==> config.mk <==
export PLATFORM = sky130hd
export DESIGN_NAME = tt_um_jleugeri_ttt_event_router
export DESIGN_NICKNAME = d
export VERILOG_FILES = /design/src/rtl/tt_um_jleugeri_ttt_event_router.sv
export SDC_FILE = /design/constraint.sdc
export NUM_CORES = 1
export LEC_CHECK = 0
export ABC_CLOCK_PERIOD_IN_PS = 3660
export CAP_MARGIN = 5
export CELL_PAD_IN_SITES_DETAIL_PLACEMENT = 0
export CELL_PAD_IN_SITES_GLOBAL_PLACEMENT = 2
export CORE_MARGIN = 2
export CORE_UTILIZATION = 39
export DETAILED_ROUTE_END_ITERATION = 12
export PLACE_DENSITY_LB_ADDON = 0.12
export RECOVER_POWER = 100
export SYNTH_ARGS = -nofsm -noshare
export SYNTH_HDL_FRONTEND = slang
export SYNTH_SLANG_ARGS = --single-unit
==> constraint.sdc <==
create_clock -name clk -period 3.66 [get_ports clk]
set_clock_uncertainty 0.1 [all_clocks]
set_input_delay 0.549 -clock clk [delete_from_list [all_inputs] [get_ports clk]]
set_output_delay 0.549 -clock clk [all_outputs]
set_load 0.01 [all_outputs]
==> src/rtl/tt_um_jleugeri_ttt_event_router.sv <==
// tt_um_jleugeri_ttt_event_router: multi-cycle saturating event router over a programmable good/bad synapse table
module tt_um_jleugeri_ttt_event_router #(
   parameter int NUM_PROCESSORS = 10,
   parameter int NEW_TOKENS_BITS = 4,
   localparam int IDX_BITS = $clog2(NUM_PROCESSORS)
) (
   input  logic                                      clk,
   input  logic                                      reset,
   input  logic                                      go,
   input  logic [2*NUM_PROCESSORS-1:0]               tstartstop,
   input  logic                                      cfg_we,
   input  logic [IDX_BITS-1:0]                       cfg_src,
   input  logic [IDX_BITS-1:0]                       cfg_tgt,
   input  logic [1:0]                                cfg_code,
   output logic                                      busy,
   output logic                                      done,
   output logic [IDX_BITS-1:0]                       src_idx,
   output logic [NEW_TOKENS_BITS*NUM_PROCESSORS-1:0] new_good_tokens,
   output logic [NEW_TOKENS_BITS*NUM_PROCESSORS-1:0] new_bad_tokens
);
   localparam int N = NUM_PROCESSORS;
   localparam int B = NEW_TOKENS_BITS;
   localparam logic [IDX_BITS-1:0] LAST = IDX_BITS'(N - 1);
   localparam logic signed [B-1:0] MAX = {1'b0, {(B-1){1'b1}}};
   localparam logic signed [B-1:0] MIN = {1'b1, {(B-1){1'b0}}};
   localparam logic signed [B-1:0] ONE = {{(B-1){1'b0}}, 1'b1};
   typedef enum logic [1:0] {IDLE, SCAN, FANOUT, DONE} state_t;
   state_t state, state_nx;
   logic [2*N-1:0] ev;
   logic [1:0] syn [N][N];
   logic signed [B-1:0] good_acc [N];
   logic signed [B-1:0] bad_acc [N];
   logic [IDX_BITS-1:0] tgt;
   logic [1:0] pair;
   logic [1:0] code;
   logic active, last_src, last_tgt, ready;
   assign pair     = ev[2*src_idx +: 2];
   assign active   = pair[0] ^ pair[1];
   assign code     = syn[src_idx][tgt];
   assign last_src = src_idx == LAST;
   assign last_tgt = tgt == LAST;
   assign ready    = state == IDLE || state == DONE;
   function automatic logic signed [B-1:0] step(input logic signed [B-1:0] a, input logic up);
      return up ? (a == MAX ? a : a + ONE) : (a == MIN ? a : a - ONE);
   endfunction
   // next-state: scan sources, fan out active ones over every target
   always_comb begin
      state_nx = state;
      case (state)
         IDLE, DONE: state_nx = go ? SCAN : state;
         SCAN:       state_nx = active ? FANOUT : (last_src ? DONE : SCAN);
         FANOUT:     state_nx = last_tgt ? (last_src ? DONE : SCAN) : FANOUT;
         default:    state_nx = IDLE;
      endcase
   end
   // state, table, snapshot, counters and saturating accumulators
   always_ff @(posedge clk) begin
      if (reset) begin
         state   <= IDLE;
         busy    <= 1'b0;
         done    <= 1'b0;
         src_idx <= '0;
         tgt     <= '0;
         ev      <= '0;
         for (int i = 0; i < N; i++) begin
            good_acc[i] <= '0;
            bad_acc[i]  <= '0;
            for (int k = 0; k < N; k++) syn[i][k] <= 2'b00;
         end
      end else begin
         state <= state_nx;
         busy  <= state_nx == SCAN || state_nx == FANOUT;
         done  <= state_nx == DONE && state != DONE;
         if (ready && cfg_we && cfg_src <= LAST && cfg_tgt <= LAST) syn[cfg_src][cfg_tgt] <= cfg_code;
         if (ready && go) begin
            ev      <= tstartstop;
            src_idx <= '0;
            tgt     <= '0;
            for (int i = 0; i < N; i++) begin
               good_acc[i] <= '0;
               bad_acc[i]  <= '0;
            end
         end else if (state == SCAN) begin
            if (active) tgt <= '0;
            else if (!last_src) src_idx <= src_idx + 1'b1;
         end else if (state == FANOUT) begin
            if (code == 2'b01) good_acc[tgt] <= step(good_acc[tgt], pair[0]);
            if (code == 2'b10) bad_acc[tgt] <= step(bad_acc[tgt], pair[0]);
            if (!last_tgt) tgt <= tgt + 1'b1;
            else if (!last_src) src_idx <= src_idx + 1'b1;
         end
      end
   end
   for (genvar j = 0; j < N; j++) begin : g_out
      assign new_good_tokens[j*B +: B] = good_acc[j];
      assign new_bad_tokens[j*B +: B]  = bad_acc[j];
   end
endmodule

Yosys cells after proc, flatten, opt, wreduce, memory -nomap -nowiden
Memory sizes are Yosys's and may differ from the RTL's. A register that Yosys moved wholly into a read port is not among the register bits.
Cells that the tools add are included.
Widths: inputs -> output; s select.
- bits in registers: 32
- memory bits (writable): 280
- input port bits: 34
- logic and storage cells: 160
- output and inout port bits: 86
- memories kept: 3
- muxes and demuxes: 80
- add/subtract/negate cells: 6
- magnitude comparators: 5
- bitwise gates (word level): 23
- shifts and indexed selects: 1
- equality and inequality tests: 18
- reductions and logical operators: 18
- memories (name ; depth ; bits a word ; rd ports ; clocked after Yosys merged registers in ; write ports ; line ; text):
    syn ; 10 ; 20 ; 1 ; 1 ; 10 ; 30 ; logic [1:0] syn [N][N];
    bad_acc ; 10 ; 4 ; 11 ; 1 ; 10 ; 32 ; logic signed [B-1:0] bad_acc [N];
    good_acc ; 10 ; 4 ; 11 ; 1 ; 10 ; 31 ; logic signed [B-1:0] good_acc [N];
- operators by type and width (operator ; number):
    $mux 4 ; 46
    $mux 20 ; 3
    $eq 4x4->1 const B ; 6
    $mux 1 ; 21
    $or 1x1->1 ; 20
    $reduce_or 20->1 ; 1
    $shiftx 20x6->2 ; 1
    $mux 2 ; 7
    $eq 2x2->1 const B ; 5
    $ge 5x5->1 const B ; 2
    $not 4->5 ; 2
    $add 4x1->4 const B ; 2
    $add 4x2->4 const B ; 2
    $bmux 2 s4 ; 1
    $demux 2 s4 ; 1
    $le 4x4->1 const B ; 2
    $reduce_or 4->1 ; 2
    $sub 4x2->4 const B ; 2
    $eq 2x1->1 const B ; 3
    $logic_and 1x1->1 ; 6
    $ne 2x2->1 const B ; 3
    $pmux 2 s3 ; 1
    $reduce_and 3->1 ; 2
    $lt 5x1->1 const B ; 1
    6 further kinds ; 9

Depth between registers and ports, before layout
- word-level depth: 13
- depth in mapped cells: 13
- mapped depth without buffers: 9

Worst setup path after synthesis
Ideal clock, no wire load.
- path type: flip-flop to flip-flop
- from: reg (tool-made name)
- to: mem bad_acc[0][0] in the netlist's numbering, data pin
- library setup time: 0.273 ns
- arrival: 3.141 ns
- clock period less this slack: 3.513 ns
- path slack: 0.147 ns
- buffers on the path: 3
- stages on the path, launching flop included: 12
- data required time: 3.287 ns
- cells stage by stage: dfxtp_1 buf_2 buf_2 mux4_2 a221oi_1 ha_1 inv_1 or3_1 mux2i_1 xnor2_1 clkbuf_1 nor4_1
- RTL lines (what ; line):
    end: declaration ; 32

==> flow_summary.ini <==
[timing]
max_slew_margin_pct = -8.79
min_period_ns = 3.60
tightest_slew_ns = 1.63
period_share_pct = 98.4
whs_ns = 0.352
finalWorstSetupSlack_ns = 0.0582
fmax_mhz = 278
hold_viol_final = 0
slew_viol_final = 79
finalSetupViolations = 0
rsz0062_at_grt = no

[clock_tree]
cts_buffers = 54
cts_tree = done
cts_sinks = 488
ctsLongestPathBuffers = 3
cts_root_buffer = clkbuf_16
h-tree-depth = 2
path_clk_slew_ns = 0.06
insertion_delay_ns = 0.62

[floorplanning]
io_pins = 120
die_w_um = 244
initial_core_util_pct = 39.2
std_cell_rows = 88
fp.dieArea_mm2 = 0.0596
die_h_um = 244
core_mm2 = 0.0574

[outcome]
status = finished with violations
violations = capacitance limit, slew limit

[cells_and_area]
final_cells = 2765
register_area_mm2 = 0.0143
fillerInstances = 5208
multi_input_area_mm2 = 0.00804
num-nets-final = 2007
antenna_cells = 0
drive_above_1_share_pct = 17.5
fin_util_pct = 48.2
area_delta_synth_final_pct = 22.8

[global_routing]
grt_max_degree = 74
antenna_found_initial = 0
grtUsageTotal_pct = 22.5
grt_pass1_wl_um = 98400
grt_overflow_total = 0
grt_pass1_vias = 15200

[worst_setup_path]
cp.required_ns = 3.87
crit_type = reg -> reg
arrival_ns = 3.81
crit_fanout = 6
end_kind = register
start_kind = register

[job]
max_cap_violations = 2

[drt]
drtAntennaViolNets = 0
viasPerCell = 5.35
drcViolationCount = 0
first_pass_iters = 5
drt_iter0_markers = 1069
avgRoutedWirePerCell_um = 24.2
vias = 14800
totalWireLength_um = 67000

[placed_design]
place_congestion = 0.863
dp_slack_ns = -0.0272
dp_hpwl_um = 47300
portBuffers = 119
dp_cells = 2661

[yosys]
syn_avg_cell_area_um2 = 14.1
ys_ff_latch = 488
synth_edf_count = 448
yosysSeqAreaShare_pct = 63.3
ys_warn_count = 0
synth_area_mm2 = 0.0225
ys_types = 63
synthArstFlopShare_pct = 0
synthFlopType = edfxtp_1
synth_cells = 1595

[pwr]
leakage_nw = 9.95
peakVddDrop_mv = 0.385
powerDensity_mw_per_mm2 = 625

[worst_hold_path]
hp-class = reg -> reg
[logic make-up (layout without fill, tap and decap cells)]
group / after synthesis / count (layout) / share of synthesized area, %
other: 1 / 152 / 0.0167
DFF: 488 / 488 / 63.3
AOI/OAI and AO/OA: 232 / 232 / 7.50
muxes: 157 / 157 / 13.0
adders and majority gates: 14 / 14 / 0.778
xor gates and xnor gates: 3 / 3 / 0.117
and+or+nand+nor: 552 / 552 / 12.4
buffers and inverters: 148 / 402 / 2.86
[cells in the mapped netlist (7+ instances only)]
master,instances,share of area (%)
mux2i_1,42,1.9
mux4_2,107,11
ha_1,14,0.78
a22oi_1,19,0.63
nor2_1,243,4.1
a21o_1,99,3.3
nand2_1,108,1.8
buf_1,9,0.15
nand2b_1,14,0.39
a22o_1,10,0.39
nand3_1,21,0.47
inv_1,13,0.22
nor2b_1,18,0.50
buf_4,8,0.27
inv_2,8,0.13
clkbuf_1,84,1.4
dfxtp_1,40,3.6
a21oi_1,38,0.85
buf_2,22,0.49
and2_1,10,0.28
edfxtp_1,448,60
or3_1,7,0.19
nor3_1,21,0.47
o31ai_1,13,0.43
nor4_1,43,1.2
nor4_2,38,2.1
[where the power goes]
| group | leakage (nW) | switching (mW) | internal (mW) |
|---|---|---|---|
| Combinational | 4.15 | 2.59 | 1.64 |
| Clock | 0.906 | 2.24 | 3.54 |
| Sequential | 4.89 | 0.354 | 6.92 |
| Total | 9.95 | 5.18 | 12.1 |
[sequential cells by signal, indices dropped and copies added, names as in the netlist, named ones only]
signal,count
good_acc,64
ev,20
state,2
src_idx,4
tgt,4
busy,1
done,1
bad_acc,64
syn,320
[layout make-up]
type / count / area share (%)
multi-input cells: 1110 / 29.1
inverters: 21 / 0.285
flip-flops and latches: 488 / 51.6
clock buffers: 68 / 5.19
repair buffers: 284 / 8.78
clock inverters: 29 / 1.54
well taps: 765 / 3.46
[repair_timing]
item,CTS,global route
setup buffers,1,5
hold buffers,0,0
cloned,1,0
pin swaps,0,0
resized for setup,1,4
endpoints found under the setup margin,8,35
[layout by cell type, fill, tap and decap left out, drive strengths merged, types with 18 or more instances in the layout]
master         synthesis  final
mux2i                 42     42
nor3                  21     21
a21o                  99     99
inv                   21     23
a21oi                 38     38
mux4                 107    107
nor2b                 18     18
buf                   43    110
clkdlybuf4s50          0     32
a22oi                 19     19
conb                   1    152
nand3                 21     21
nor4                  81     81
nand2                108    108
dfxtp                 40     40
edfxtp               448    448
clkbuf                84    125
nor2                 243    243
dlygate4sd3            0     84
[metrics by stage]
step / TNS, ns / area (um^2) / total power [mW]
final: 0 / 27600 / 17.3
after global routing: 0 / 27600 / 18.0
after CTS: -0.0271 / 28000 / 17.8
after detailed placement: -0.212 / 26000 / 11.9
after global placement: 0 / 26000 / 11.9
after floorplan: 0 / 23100 / 9.84
[per-layer routing]
layer	vias to the layer above	share of wire (%)	track usage, %
met5	-	0	0
met4	0	3.5	8.43
met3	119	5.2	3.49
met2	429	51	39.3
met1	7499	41	28.1
li1	6732	-	-
[path summary, 6_finish.rpt]
path            start         endpoint  slack (ns)  depth (start not counted)
max reg2reg  register  good_acc[10][0]        0.06                          9
min reg2reg     ev[4]            ev[4]        0.35                          2
min             ev[4]            ev[4]        0.35                          2
max          register  good_acc[10][0]        0.06                          9
[worst max-delay path, stage by stage, from the launching register on]
cell and delay, ns:
dfxtp_4 0.36, buf_4 0.16, mux4_2 0.52, mux4_2 0.49
o22ai_1 0.17, or3_1 0.22, o211ai_4 0.15, or3b_2 0.56
nor3_1 0.36, buf_4 0.21
(Power assumes the default switching activity.)
